<file path="src/rtl/md_pkg.sv">
// rtl/md_pkg.sv - shared op encodings, FSM states and special-case helper for mul_div_unit
package md_pkg;

  typedef enum logic [2:0] {
    MD_MUL    = 3'd0,
    MD_MULH   = 3'd1,
    MD_MULHSU = 3'd2,
    MD_MULHU  = 3'd3,
    MD_DIV    = 3'd4,
    MD_DIVU   = 3'd5,
    MD_REM    = 3'd6,
    MD_REMU   = 3'd7
  } md_op_e;

  typedef enum logic [1:0] {
    S_IDLE = 2'd0,
    S_CALC = 2'd1,
    S_FIX  = 2'd2,
    S_DONE = 2'd3
  } md_state_e;

  function automatic logic md_is_div(input md_op_e op);
    return (op == MD_DIV) || (op == MD_DIVU) || (op == MD_REM) || (op == MD_REMU);
  endfunction

  function automatic logic md_is_rem(input md_op_e op);
    return (op == MD_REM) || (op == MD_REMU);
  endfunction

  // Divide by zero (any divide op) or signed overflow (DIV/REM only) skip the iterative datapath.
  function automatic logic md_special(input md_op_e op, input logic b_zero, input logic sovf);
    logic s;
    s = 1'b0;
    if (md_is_div(op)) begin
      if (b_zero) begin
        s = 1'b1;
      end else if (sovf && ((op == MD_DIV) || (op == MD_REM))) begin
        s = 1'b1;
      end
    end
    return s;
  endfunction

endpackage

</file>
<file path="src/rtl/mul_div_unit_if.sv">
// rtl/mul_div_unit_if.sv - operand/result handshake bundle between execute stage and mul_div_unit
interface mul_div_unit_if #(
  parameter int WIDTH = 32
);
  logic             in_valid;
  logic             in_ready;
  logic [2:0]       op;
  logic [WIDTH-1:0] src_a;
  logic [WIDTH-1:0] src_b;
  logic             out_valid;
  logic             out_ready;
  logic [WIDTH-1:0] result;
  logic             busy;

  modport master (
    output in_valid, op, src_a, src_b, out_ready,
    input  in_ready, out_valid, result, busy
  );

  modport slave (
    input  in_valid, op, src_a, src_b, out_ready,
    output in_ready, out_valid, result, busy
  );
endinterface

</file>
<file path="src/rtl/mul_div_unit.sv">
// rtl/mul_div_unit.sv - iterative radix-2 RV32M multiply/divide unit
// Shift-add multiply and restoring divide on operand magnitudes; sign fixed up in one extra cycle.
module mul_div_unit
  import md_pkg::*;
#(
  parameter int WIDTH = 32
) (
  input  logic          clk,
  input  logic          rst_n,
  input  logic          flush,
  mul_div_unit_if.slave bus
);

  localparam int CNT_W = $clog2(WIDTH + 1);

  md_state_e          state_q, state_d;
  logic [CNT_W-1:0]   cnt_q, cnt_d;
  md_op_e             op_q, op_d;
  logic               a_neg_q, a_neg_d;
  logic               b_neg_q, b_neg_d;
  logic [WIDTH-1:0]   opnd_q, opnd_d;
  logic [2*WIDTH-1:0] acc_q, acc_d;
  logic [WIDTH-1:0]   result_q, result_d;

  md_op_e           op_in;
  logic             accept;
  logic             b_zero;
  logic             sovf;
  logic             special;
  logic             a_signed_in, b_signed_in;
  logic             a_neg_in, b_neg_in;
  logic [WIDTH-1:0] a_mag_in, b_mag_in;
  logic [WIDTH-1:0] special_res;

  assign op_in       = md_op_e'(bus.op);
  assign accept      = (state_q == S_IDLE) && bus.in_valid && !flush;
  assign b_zero      = (bus.src_b == '0);
  assign sovf        = (bus.src_a == {1'b1, {(WIDTH-1){1'b0}}}) && (bus.src_b == '1);
  assign special     = md_special(op_in, b_zero, sovf);

  assign a_signed_in = (op_in == MD_MULH) || (op_in == MD_MULHSU) ||
                       (op_in == MD_DIV)  || (op_in == MD_REM);
  assign b_signed_in = (op_in == MD_MULH) || (op_in == MD_DIV) || (op_in == MD_REM);
  assign a_neg_in    = a_signed_in && bus.src_a[WIDTH-1];
  assign b_neg_in    = b_signed_in && bus.src_b[WIDTH-1];
  assign a_mag_in    = a_neg_in ? (-bus.src_a) : bus.src_a;
  assign b_mag_in    = b_neg_in ? (-bus.src_b) : bus.src_b;

  always_comb begin
    special_res = '0;
    if (b_zero) begin
      special_res = md_is_rem(op_in) ? bus.src_a : '1;
    end else if (op_in == MD_DIV) begin
      special_res = bus.src_a;
    end
  end

  // Multiply: acc = {partial product, remaining multiplier}; shift right each cycle.
  logic [WIDTH:0]     mul_sum;
  logic [2*WIDTH-1:0] mul_step;
  assign mul_sum  = acc_q[0] ? ({1'b0, acc_q[2*WIDTH-1:WIDTH]} + {1'b0, opnd_q})
                             : {1'b0, acc_q[2*WIDTH-1:WIDTH]};
  assign mul_step = {mul_sum, acc_q[WIDTH-1:1]};

  // Divide: acc = {remainder, quotient}; shift left and trial-subtract the divisor.
  logic [WIDTH:0]     rem_sh;
  logic [WIDTH:0]     trial;
  logic [2*WIDTH-1:0] div_step;
  assign rem_sh   = {acc_q[2*WIDTH-1:WIDTH], acc_q[WIDTH-1]};
  assign trial    = rem_sh - {1'b0, opnd_q};
  assign div_step = trial[WIDTH] ? {rem_sh[WIDTH-1:0], acc_q[WIDTH-2:0], 1'b0}
                                 : {trial[WIDTH-1:0], acc_q[WIDTH-2:0], 1'b1};

  logic               op_is_div;
  logic [2*WIDTH-1:0] prod;
  logic [WIDTH-1:0]   quo_mag, rem_mag, quo, rem;
  logic [WIDTH-1:0]   fix_res;

  assign op_is_div = md_is_div(op_q);
  assign prod      = (a_neg_q ^ b_neg_q) ? (-acc_q) : acc_q;
  assign quo_mag   = acc_q[WIDTH-1:0];
  assign rem_mag   = acc_q[2*WIDTH-1:WIDTH];
  assign quo       = (a_neg_q ^ b_neg_q) ? (-quo_mag) : quo_mag;
  assign rem       = a_neg_q ? (-rem_mag) : rem_mag;

  always_comb begin
    fix_res = '0;
    case (op_q)
      MD_MUL:                       fix_res = prod[WIDTH-1:0];
      MD_MULH, MD_MULHSU, MD_MULHU: fix_res = prod[2*WIDTH-1:WIDTH];
      MD_DIV, MD_DIVU:              fix_res = quo;
      MD_REM, MD_REMU:              fix_res = rem;
      default:                      fix_res = '0;
    endcase
  end

  always_comb begin
    state_d = state_q;
    cnt_d   = cnt_q;
    case (state_q)
      S_IDLE: begin
        if (accept) begin
          if (special) begin
            state_d = S_DONE;
          end else begin
            state_d = S_CALC;
            cnt_d   = CNT_W'(WIDTH);
          end
        end
      end
      S_CALC: begin
        cnt_d = cnt_q - CNT_W'(1);
        if (cnt_q == CNT_W'(1)) begin
          state_d = S_FIX;
        end
      end
      S_FIX:  state_d = S_DONE;
      S_DONE: begin
        if (bus.out_ready) begin
          state_d = S_IDLE;
        end
      end
      default: state_d = S_IDLE;
    endcase
    if (flush && (state_q != S_IDLE)) begin
      state_d = S_IDLE;
      cnt_d   = '0;
    end
  end

  always_ff @(posedge clk or negedge rst_n) begin
    if (!rst_n) begin
      state_q <= S_IDLE;
      cnt_q   <= '0;
    end else begin
      state_q <= state_d;
      cnt_q   <= cnt_d;
    end
  end

  always_comb begin
    op_d     = op_q;
    a_neg_d  = a_neg_q;
    b_neg_d  = b_neg_q;
    opnd_d   = opnd_q;
    acc_d    = acc_q;
    result_d = result_q;
    case (state_q)
      S_IDLE: begin
        if (accept) begin
          op_d    = op_in;
          a_neg_d = a_neg_in;
          b_neg_d = b_neg_in;
          opnd_d  = b_mag_in;
          acc_d   = {{WIDTH{1'b0}}, a_mag_in};
          if (special) begin
            result_d = special_res;
          end
        end
      end
      S_CALC: acc_d = op_is_div ? div_step : mul_step;
      S_FIX: begin
        if (!flush) begin
          result_d = fix_res;
        end
      end
      default: ;
    endcase
  end

  always_ff @(posedge clk or negedge rst_n) begin
    if (!rst_n) begin
      op_q     <= MD_MUL;
      a_neg_q  <= 1'b0;
      b_neg_q  <= 1'b0;
      opnd_q   <= '0;
      acc_q    <= '0;
      result_q <= '0;
    end else begin
      op_q     <= op_d;
      a_neg_q  <= a_neg_d;
      b_neg_q  <= b_neg_d;
      opnd_q   <= opnd_d;
      acc_q    <= acc_d;
      result_q <= result_d;
    end
  end

  assign bus.in_ready  = (state_q == S_IDLE);
  assign bus.out_valid = (state_q == S_DONE);
  assign bus.busy      = (state_q == S_CALC) || (state_q == S_FIX);
  assign bus.result    = result_q;

endmodule

</file>
<file path="src/flat_wrapper.sv">
// flat-port wrapper written by rule: the top's interface ports become plain ports
module mul_div_unit_flat import md_pkg::*;
#(
  parameter int WIDTH = 32
)
  (clk, rst_n, flush, bus_in_valid, bus_op, bus_src_a, bus_src_b, bus_out_ready, bus_in_ready, bus_out_valid, bus_result, bus_busy);
  mul_div_unit_if #(.WIDTH(WIDTH)) bus_i ();
  input  logic clk;
  input  logic rst_n;
  input  logic flush;
  input wire logic [$bits(bus_i.in_valid)-1:0] bus_in_valid;
  input wire logic [$bits(bus_i.op)-1:0] bus_op;
  input wire logic [$bits(bus_i.src_a)-1:0] bus_src_a;
  input wire logic [$bits(bus_i.src_b)-1:0] bus_src_b;
  input wire logic [$bits(bus_i.out_ready)-1:0] bus_out_ready;
  output wire logic [$bits(bus_i.in_ready)-1:0] bus_in_ready;
  output wire logic [$bits(bus_i.out_valid)-1:0] bus_out_valid;
  output wire logic [$bits(bus_i.result)-1:0] bus_result;
  output wire logic [$bits(bus_i.busy)-1:0] bus_busy;
  assign bus_i.in_valid = bus_in_valid;
  assign bus_i.op = bus_op;
  assign bus_i.src_a = bus_src_a;
  assign bus_i.src_b = bus_src_b;
  assign bus_i.out_ready = bus_out_ready;
  assign bus_in_ready = bus_i.in_ready;
  assign bus_out_valid = bus_i.out_valid;
  assign bus_result = bus_i.result;
  assign bus_busy = bus_i.busy;
  mul_div_unit #(.WIDTH(WIDTH)) u_core (.clk(clk), .rst_n(rst_n), .flush(flush), .bus(bus_i));
endmodule
</file>
<file path="config.mk">
export PLATFORM = sky130hd
export DESIGN_NAME = mul_div_unit_flat
export DESIGN_NICKNAME = d
export VERILOG_FILES = /design/src/rtl/md_pkg.sv /design/src/rtl/mul_div_unit_if.sv /design/src/rtl/mul_div_unit.sv /design/src/flat_wrapper.sv
export SDC_FILE = /design/constraint.sdc
export NUM_CORES = 1
export LEC_CHECK = 0
export CORE_ASPECT_RATIO = 0.8
export CORE_MARGIN = 4
export CORE_UTILIZATION = 60
export DETAILED_ROUTE_END_ITERATION = 8
export HOLD_SLACK_MARGIN = 0.03
export PLACE_DENSITY = 0.81
export RECOVER_POWER = 25
export SLEW_MARGIN = 20
export SYNTH_ARGS = -nofsm -noshare
export SYNTH_HDL_FRONTEND = slang
export SYNTH_SLANG_ARGS = --single-unit
export TNS_END_PERCENT = 100
</file>
<file path="constraint.sdc">
create_clock -name clk -period 5.6 [get_ports clk]
set_input_delay 0.84 -clock clk [delete_from_list [all_inputs] [get_ports clk]]
set_output_delay 0.84 -clock clk [all_outputs]
set_load 0.02 [all_outputs]
</file>
### After elaboration in Yosys (flattened, before gate mapping)

Index checks and enable logic that the tools add are counted.

| storage, ports and cells | value |
|---|---|
| bits in registers | 141 |
| bits of input ports | 72 |
| output and inout port bits | 35 |
| logic and storage cells | 111 |

| operators by class | value |
|---|---|
| add/sub/neg operators | 8 |
| equal/unequal tests | 26 |
| multiplexer cells | 31 |
| bitwise logic cells | 1 |
| reduce and logical (&&, ||, !) cells | 37 |

Operators with widths:

| kind | number |
|---|---|
| 32-bit two-way mux | 10 |
| 64-bit two-way mux | 4 |
| 32-bit negation | 4 |
| 32-bit one-hot mux with 4 select lines | 1 |
| 64-bit one-hot mux with 2 select lines | 1 |
| 32-bit equality test (second input constant) | 2 |
| 64-bit negation | 1 |
| 32-bit one-hot mux with 2 select lines | 1 |
| 32-bit by 32-bit adder with 33-bit output | 1 |
| 33-bit two-way mux | 1 |
| 33-bit by 32-bit subtractor with 33-bit output | 1 |
| 32-bit zero test | 1 |
| 3-bit equality test (second input constant) | 8 |
| 6-bit two-way mux | 3 |
| 1-bit logical OR | 14 |
| 6-bit one-hot mux with 2 select lines | 1 |
| 2-bit two-way mux | 5 |
| 3-bit by 2-bit equality test with 1-bit output (second input constant) | 3 |
| 2-bit one-hot mux with 4 select lines | 1 |
| 1-bit logical AND | 7 |
| 3-bit by 1-bit equality test with 1-bit output (second input constant) | 2 |
| 6-bit by 1-bit equality test with 1-bit output (second input constant) | 1 |
| 3-bit by 1-bit inequality test with 1-bit output (second input constant) | 2 |
| 3-bit AND reduction | 2 |
| 18 further kinds | 26 |

### Logic depth before layout (Yosys ltp)

Gate-level depths: netlist of run 1.

| logic depth | value |
|---|---|
| depth in word-level cells | 10 |
| gate-level depth with buffers | 13 |
| mapped depth without buffers | 12 |

### Worst setup path before layout of run 1

OpenSTA, ideal clock, no wires.

| timing path | value |
|---|---|
| kind | register to register |
| start | register u_core.acc_q[31] |
| end | register u_core.acc_q[44] |
| library setup time | 0.121 ns |
| data arrival time | 3.212 ns |
| data required time | 5.479 ns |
| slack | 2.267 ns |
| cell stages (with the launch flop) | 14 |
| cells stage by stage | dfrtp_1 inv_1 ha_1 fa_1 nand2b_1 a21oi_1 o21ai_0 a211o_1 a211o_1 a221oi_4 buf_8 mux2i_1 a21oi_1 a22o_1 |

| between the ends | value |
|---|---|
| longest elaborated chain between the ends | 4 |

Ends and longest elaborated chain:

| item | RTL line | RTL |
|---|---|---|
| from (decl) | mul_div_unit.sv:22 | `logic [2*WIDTH-1:0] acc_q, acc_d;` |
| from (signal assigned) | mul_div_unit.sv:177 | `acc_q <= '0;` |
| from (signal assigned) | mul_div_unit.sv:184 | `acc_q <= acc_d;` |
| 33-bit by 32-bit subtractor with 33-bit output | mul_div_unit.sv:70 | `assign trial = rem_sh - {1'b0, opnd_q};` |
| 64-bit two-way mux | mul_div_unit.sv:71 | `assign div_step = trial[WIDTH] ? {rem_sh[WIDTH-1:0], acc_q[WIDTH-2:0], 1'b0}` |
| 64-bit two-way mux | mul_div_unit.sv:161 | `S_CALC: acc_d = op_is_div ? div_step : mul_step;` |
| 64-bit one-hot mux with 2 select lines | mul_div_unit.sv:148 | `case (state_q)` |

Every way passes these cells.
A chain may end at the register's enable or synchronous reset.

### Worst setup path in the final report of run 1

| timing path | value |
|---|---|
| start | register u_core.acc_q[32] |
| end | register u_core.acc_q[45] |

| between the ends | value |
|---|---|
| longest elaborated chain between the ends | 4 |
| elaborated cells on any way between the ends | 6 |
| classes of those cells | 2 x add/sub; 4 x mux |

Ends and longest elaborated chain:

| item | RTL line |
|---|---|
| 33-bit by 32-bit subtractor with 33-bit output / 32-bit by 32-bit adder with 33-bit output (equally long branches) | mul_div_unit.sv:70, mul_div_unit.sv:61 |
| 64-bit two-way mux / 33-bit two-way mux (equally long branches) | mul_div_unit.sv:71, mul_div_unit.sv:61 |
| 64-bit two-way mux (*) | mul_div_unit.sv:161 |
| 64-bit one-hot mux with 2 select lines (*) | mul_div_unit.sv:148 |

Every way passes the cells marked *; elsewhere a longest branch is shown, timed or not.

==> results.yml, run 1 <==
logic_synthesis:
  async_flop_share: 1.00
  ys_types: 83
  synth_ff_type: "dfrtp_1"
  netlist_instances: 1949
  synth_area_leaders: "dfrtp_1, o21ai_0, ha_1"
  yosysSeqAreaShare: 0.240
  synth_area_um2: 14700
  synth_enable_flop_cells: 0
  synth_top_cell_by_area: "dfrtp_1"
  synth_nets: 2098
  syn_avg_cell_area_um2: 7.53
  yosys_warnings: 0
  synth-seq-cells: 141
  yosysTopAreaCellShare: 0.240
clock_network:
  clk_latency_ns: 0.44
  ctsResizeCount: 0
  cts_sinks: 141
  htreeDepth: 4
  cts_buffers: 17
  root_buffer: "clkbuf_16"
  cts_hold_buf: 0
  post_cts_buffers: 0
  path_clk_slew_ns: 0.07
  cts_buffer_depth: 2
  cts_tree: "yes"
status:
  violations: "capacitance limit, slew limit"
  status: "complete, but fails checks"
grt:
  first_global_vias: 14300
  grt.total_usage: 0.394
  grt_use_met3: 0.157
  use_met1: 0.590
  grt-ovfl-total: 0
  antenna_found_initial: 1
  grt_max_degree: 99
  top_usage_layer: "met1"
  grt_pass1_wl_mm: 83.9
  grtUsageMet2: 0.536
layout:
  seqCellArea_um2: 3530
  drive_gt1_frac: 0.0524
  layout_common_cells: "nand2_1, o21ai_0, a21oi_1, dfrtp_1, nor2_1"
  antennaDiodeCount: 0
  stdcell_count: 2295
  area_growth_pct: 11.7
  fill_cells: 1982
  fin_nets: 2119
  multi_input_area_um2: 10400
  final_common_cell: "nand2_1"
power:
  p_per_area_nw_per_um2: 688
  p_leak_nw: 6.77
  power_mw: 11.3
  peakVddDrop_uv: 454
floorplanning:
  num_io_pins: 107
  die_w_um: 183
  start_util: 0.619
  die_y_um: 148
  core_region_area_um2: 23700
  core.rowCount: 50
  dieArea_um2: 27100
timing:
  finalCritPeriodShare: 0.742
  worstMarginPinSlew_ns: 2.67
  max_freq_ghz: 0.241
  clock-skew-final_ns: 0.0113
  fin_crit_ns: 4.16
  setup_viol: 0
  fin_tns_setup_ns: 0
  report.final.hold_viol_count: 0
  report.final.slew_viol_count: 99
  slew_headroom: -0.779
  grt_setup_unrepaired: "false"
critical_path:
  endpoint: "u_core.acc_q[45]"
  criticalPathCategory: "reg -> reg"
  start_kind: "flip-flop"
  crit-reg2reg-launch: "u_core.acc_q[32]"
  rr_endpoint: "u_core.acc_q[45]"
  reg2regPathDepth: 12
  arrival_ns: 4.48
  r2r_slack_ns: 1.44
  setup.worst_path.start: "u_core.acc_q[32]"
  cp.required_ns: 5.92
  crit_path_end_kind: "flip-flop"
  crit_fanout: 23
detailed_routing:
  via_count: 16000
  dr.pass1.iters: 6
  route.detailed.drc: 0
  drt_iter0_markers: 2394
  drtAntennaViolNets: 0
  routedWlPerCell_um: 23.9
  viasPerCell: 6.98
  wl_mm: 54.8
min_path:
  hold_path_class: "reg -> reg"
job:
  maxCapViolCount: 1
placement:
  place_hpwl_mm: 41.7
  io_buffers: 106
  routabilityCongestion: 1.01
  dp.cells: 2263
==> state kept, by name, summed over array words and instances, names as in the netlist <==
register / count
u_core.cnt_q: 6
u_core.acc_q: 64
u_core.op_q: 3
u_core.a_neg_q: 1
u_core.state_q: 2
u_core.b_neg_q: 1
u_core.opnd_q: 32
u_core.bus.result: 32
==> cell usage after synthesis (all sizes together) (22+ instances only) <==
cell type  count
xor2          73
nor2         137
o31ai         40
a21o          27
mux2i         56
o211ai        22
a31oi         31
nor3          42
buf           27
ha            75
nand3         41
dfrtp        141
o21ai        236
xnor2        101
nand2        238
inv           74
clkbuf       103
o221ai        23
a21oi        143
==> through the flow <==
stage / area (um^2) / utilization / hold slack [ns] / worst slack [ns]
5_1_grt: 16400 / 0.692 / 0.512 / 1.37
3_3_place_gp: 15800 / 0.667 / 0.462 / 1.47
6_report: 16400 / 0.692 / 0.494 / 1.44
3_5_place_dp: 15800 / 0.667 / 0.482 / 1.37
4_1_cts: 16400 / 0.692 / 0.497 / 1.61
2_1_floorplan: 14700 / - / 0.468 / 2.27
==> worst max-delay path, stage by stage (launching register included) <==
cell and delay (ns):
dfrtp_1 0.54, inv_1 0.21, fa_1 0.47, nand2b_1 0.19, a21oi_1 0.33, o21ai_0 0.32, a211o_1 0.39, a211o_1 0.34
a221oi_4 0.27, buf_4 0.38, mux2_2 0.39, a21oi_1 0.13, o21ai_0 0.08
==> worst min-delay path by stage <==
stage | start | end | slack (ns) | cells after the start
2_1_floorplan | u_core.cnt_q[4] | u_core.cnt_q[4] | 0.47 | 1
3_3_place_gp | u_core.bus.result[17] | u_core.bus.result[17] | 0.46 | 1
3_5_place_dp | u_core.bus.result[9] | u_core.bus.result[9] | 0.48 | 2
4_1_cts | u_core.bus.result[17] | u_core.bus.result[17] | 0.50 | 1
5_1_grt | u_core.bus.result[17] | u_core.bus.result[17] | 0.51 | 1
6_report | u_core.bus.result[9] | u_core.bus.result[9] | 0.49 | 2
==> kinds of logic after synthesis <==
logic type | Yosys count | synth area share
buf+inv | 205 | 0.0568
xor+xnor | 174 | 0.104
simple gates | 622 | 0.202
fa+ha+maj | 77 | 0.0666
compound gates | 667 | 0.287
flops | 141 | 0.240
mux | 63 | 0.0435
==> layer usage <==
layer | share of wire | up-vias
li1 | - | 7135
met1 | 0.42 | 7504
met2 | 0.39 | 1259
met3 | 0.17 | 112
met4 | 0.022 | 4
met5 | 0.0010 | -
==> layout make-up <==
type | instances | area share
timing repair buffer | 132 | 0.0763
multi-input combinational | 1603 | 0.632
inverter | 75 | 0.0172
sequential | 141 | 0.215
clock inverter | 15 | 0.00954
clock buffer | 17 | 0.0259
tap | 312 | 0.0238
==> where the power goes <==
| group | internal [mW] | switching [mW] |
|---|---|---|
| combinational | 2.96 | 4.72 |
| clock | 0.629 | 0.542 |
| sequential | 1.46 | 0.972 |
No activity file was read; power rests on OpenSTA's default activity.
==> run 2: changes to the inputs <==
clock period = 3.86 ns   (was 5.6 ns; I/O delays follow)
==> run 2 against run 1 <==
  * The flow still finishes with violations (capacitance limit, slew limit)
  * Die area stayed put
  * Non-clock buffer count is 73 higher
  * Sequential share of layout area is 0.75 points lower
  * Maximum frequency is 12% higher
  * Sequential power is 34% higher
  * Routed wire length is 3.0% higher
  * Clock skew hardly changed
==> results.yml, run 2 (synthesis gave the netlist of run 1 again) <==
status:
  status: "complete, but fails checks"
  violations: "capacitance limit, slew limit"
clock_network:
  clk_latency_ns: 0.45
  cts_hold_buf: 0
  htreeDepth: 4
  cts_sinks: 141
  root_buffer: "clkbuf_16"
  path_clk_slew_ns: 0.07
  cts_buffer_depth: 2
  cts_buffers: 17
  cts_tree: "yes"
critical_path:
  cpLargestDelayFamily: "compound AO/OA/AOI/OAI gates"
  critPathBufInv: 2
  start_kind: "flip-flop"
  crit_path_end_kind: "flip-flop"
  criticalPathCategory: "reg -> reg"
  crit-reg2reg-launch: "u_core.acc_q[31]"
  setup.worst_path.start: "u_core.acc_q[31]"
  reg2regPathDepth: 13
  slowest_delay_ns: 0.42
  critical-path-slowest-cell: "dfrtp_1"
  cp.required_ns: 4.19
  arrival_ns: 4.02
  path_cells: "inv_1 > ha_1 > fa_1 > nand2b_1 > a21oi_1 > o21ai_0 > a211o_1 > a211o_1 > a221oi_4 > buf_12 > mux2_2 > a21oi_1 > o21ai_0"
  crit_fanout: 14
  rr_endpoint: "u_core.acc_q[42]"
  r2r_slack_ns: 0.16
power:
  p_per_area_nw_per_um2: 1000
  switching_share: 0.542
  power_frac_clock: 0.098
  p_seq_frac: 0.192
  comb_power_share: 0.710
  power_report.internal_total_mw: 7.79
  peakVddDrop_uv: 750
  p_leak_nw: 7.16
  switchingPower_mw: 9.21
  power_mw: 17.0
layout:
  fill_cells: 1927
  top_register: "u_core.acc_q"
  largest_reg_flops: 64
  fin_nets: 2192
  layout_common_cells: "nand2_1, o21ai_0, a21oi_1"
  utilization: 0.717
  area_growth_pct: 15.8
  antennaDiodeCount: 0
  drive_gt1_frac: 0.0856
  final_common_cell: "nand2_1"
  design_area_um2: 17000
detailed_routing:
  viasPerCell: 6.85
  wl_mm: 56.4
  drt_iter0_markers: 2248
  drtAntennaViolNets: 0
  route.detailed.drc: 0
  routedWlPerCell_um: 23.8
  dr.pass1.iters: 8
  via_count: 16200
placement:
  pre_cts_slack_ns: 0.228
  place_hpwl_mm: 43.4
  routabilityCongestion: 1.05
  io_buffers: 106
  post_dp_cell_area_um2: 16400
floorplanning:
  start_util: 0.619
  num_io_pins: 107
  die_y_um: 148
  die_w_um: 183
  core.rowCount: 50
  dieArea_um2: 27100
  core_region_area_um2: 23700
min_path:
  hp-start: "u_core.bus.result[17]"
  min_to: "u_core.bus.result[17]"
  whs_path_depth: 1
  hold_path_class: "reg -> reg"
timing:
  fin_ws_ns: 0.164
  report.final.slew_viol_count: 81
  max_freq_ghz: 0.271
  setup_viol: 0
  clock-skew-final_ns: 0.0117
  fin_crit_ns: 3.70
  slew_headroom: -0.477
  worstMarginPinSlew_ns: 2.22
  report.final.hold_viol_count: 0
  finalCritPeriodShare: 0.958
grt:
  grt_max_degree: 81
  grt-ovfl-total: 0
  antenna_found_initial: 1
  grt.total_usage: 0.406
  grt_pass1_wl_mm: 85.9
  first_global_vias: 14700
job:
  maxCapViolCount: 1
[run 2: power by group through the flow]
| stage | registers [mW] | logic (mW) | clock network [mW] |
|---|---|---|---|
| 2_1_floorplan | 2.79 | 8.09 | 0 |
| 3_3_place_gp | 3.12 | 11.2 | 0 |
| 3_5_place_dp | 3.15 | 11.4 | 0 |
| 4_1_cts | 3.14 | 11.5 | 1.67 |
| 5_1_grt | 3.29 | 13.0 | 1.73 |
| 6_report | 3.26 | 12.1 | 1.67 |
[run 2: worst max path at each step]
stage          slack, ns  cells past startpoint                     to
6_report            0.16                     13       u_core.acc_q[42]
5_1_grt            -0.02                     13       u_core.acc_q[42]
4_1_cts             0.21                     13       u_core.acc_q[45]
3_5_place_dp        0.23                     11  u_core.bus.result[11]
3_3_place_gp        0.28                     13       u_core.acc_q[42]
2_1_floorplan       0.53                     13       u_core.acc_q[44]
[run 2: through the flow]
| stage | setup TNS [ns] | hold WS (ns) | cells |
|---|---|---|---|
| 3_5_place_dp | 0 | 0.471 | 2334 |
| 5_1_grt | -0.0377 | 0.504 | 2368 |
| 6_report | 0 | 0.487 | 2368 |
| 3_3_place_gp | 0 | 0.463 | 2334 |
| 4_1_cts | 0 | 0.223 | 2366 |
| 2_1_floorplan | 0 | 0.283 | 1949 |
[run 2: layer usage]
layer  vias to the layer above  GRT usage  part of all wire
met5                         -     0.0545            0.0039
met4                         6      0.117             0.029
met3                       137      0.193              0.17
met2                      1196      0.542              0.39
met1                      7587      0.578              0.41
li1                       7292          -                 -
[run 2: area by class of cell]
type,count,area [um^2],share of cell area
Inverter,75,282,0.0166
Clock buffer,19,453,0.0266
Clock inverter,13,128,0.00751
Tap cell,312,390,0.0230
Multi-Input combinational cell,1603,10400,0.610
Timing Repair Buffer,205,1850,0.109
Sequential cell,141,3530,0.208
[run 2: worst register-to-register path: stages (launching register included)]
cell and delay, ns:
dfrtp_1 0.42, inv_1 0.10, ha_1 0.23, fa_1 0.38, nand2b_1 0.19, a21oi_1 0.24
o21ai_0 0.16, a211o_1 0.36, a211o_1 0.35, a221oi_4 0.35, buf_12 0.22, mux2_2 0.36
a21oi_1 0.13, o21ai_0 0.08
[run 2: what timing repair did]
item / CTS / global route
setup endpoints to repair: 0 / 3
setup buffers: 0 / 1
gates resized for setup: 0 / 2
hold endpoints to repair: 0 / 0
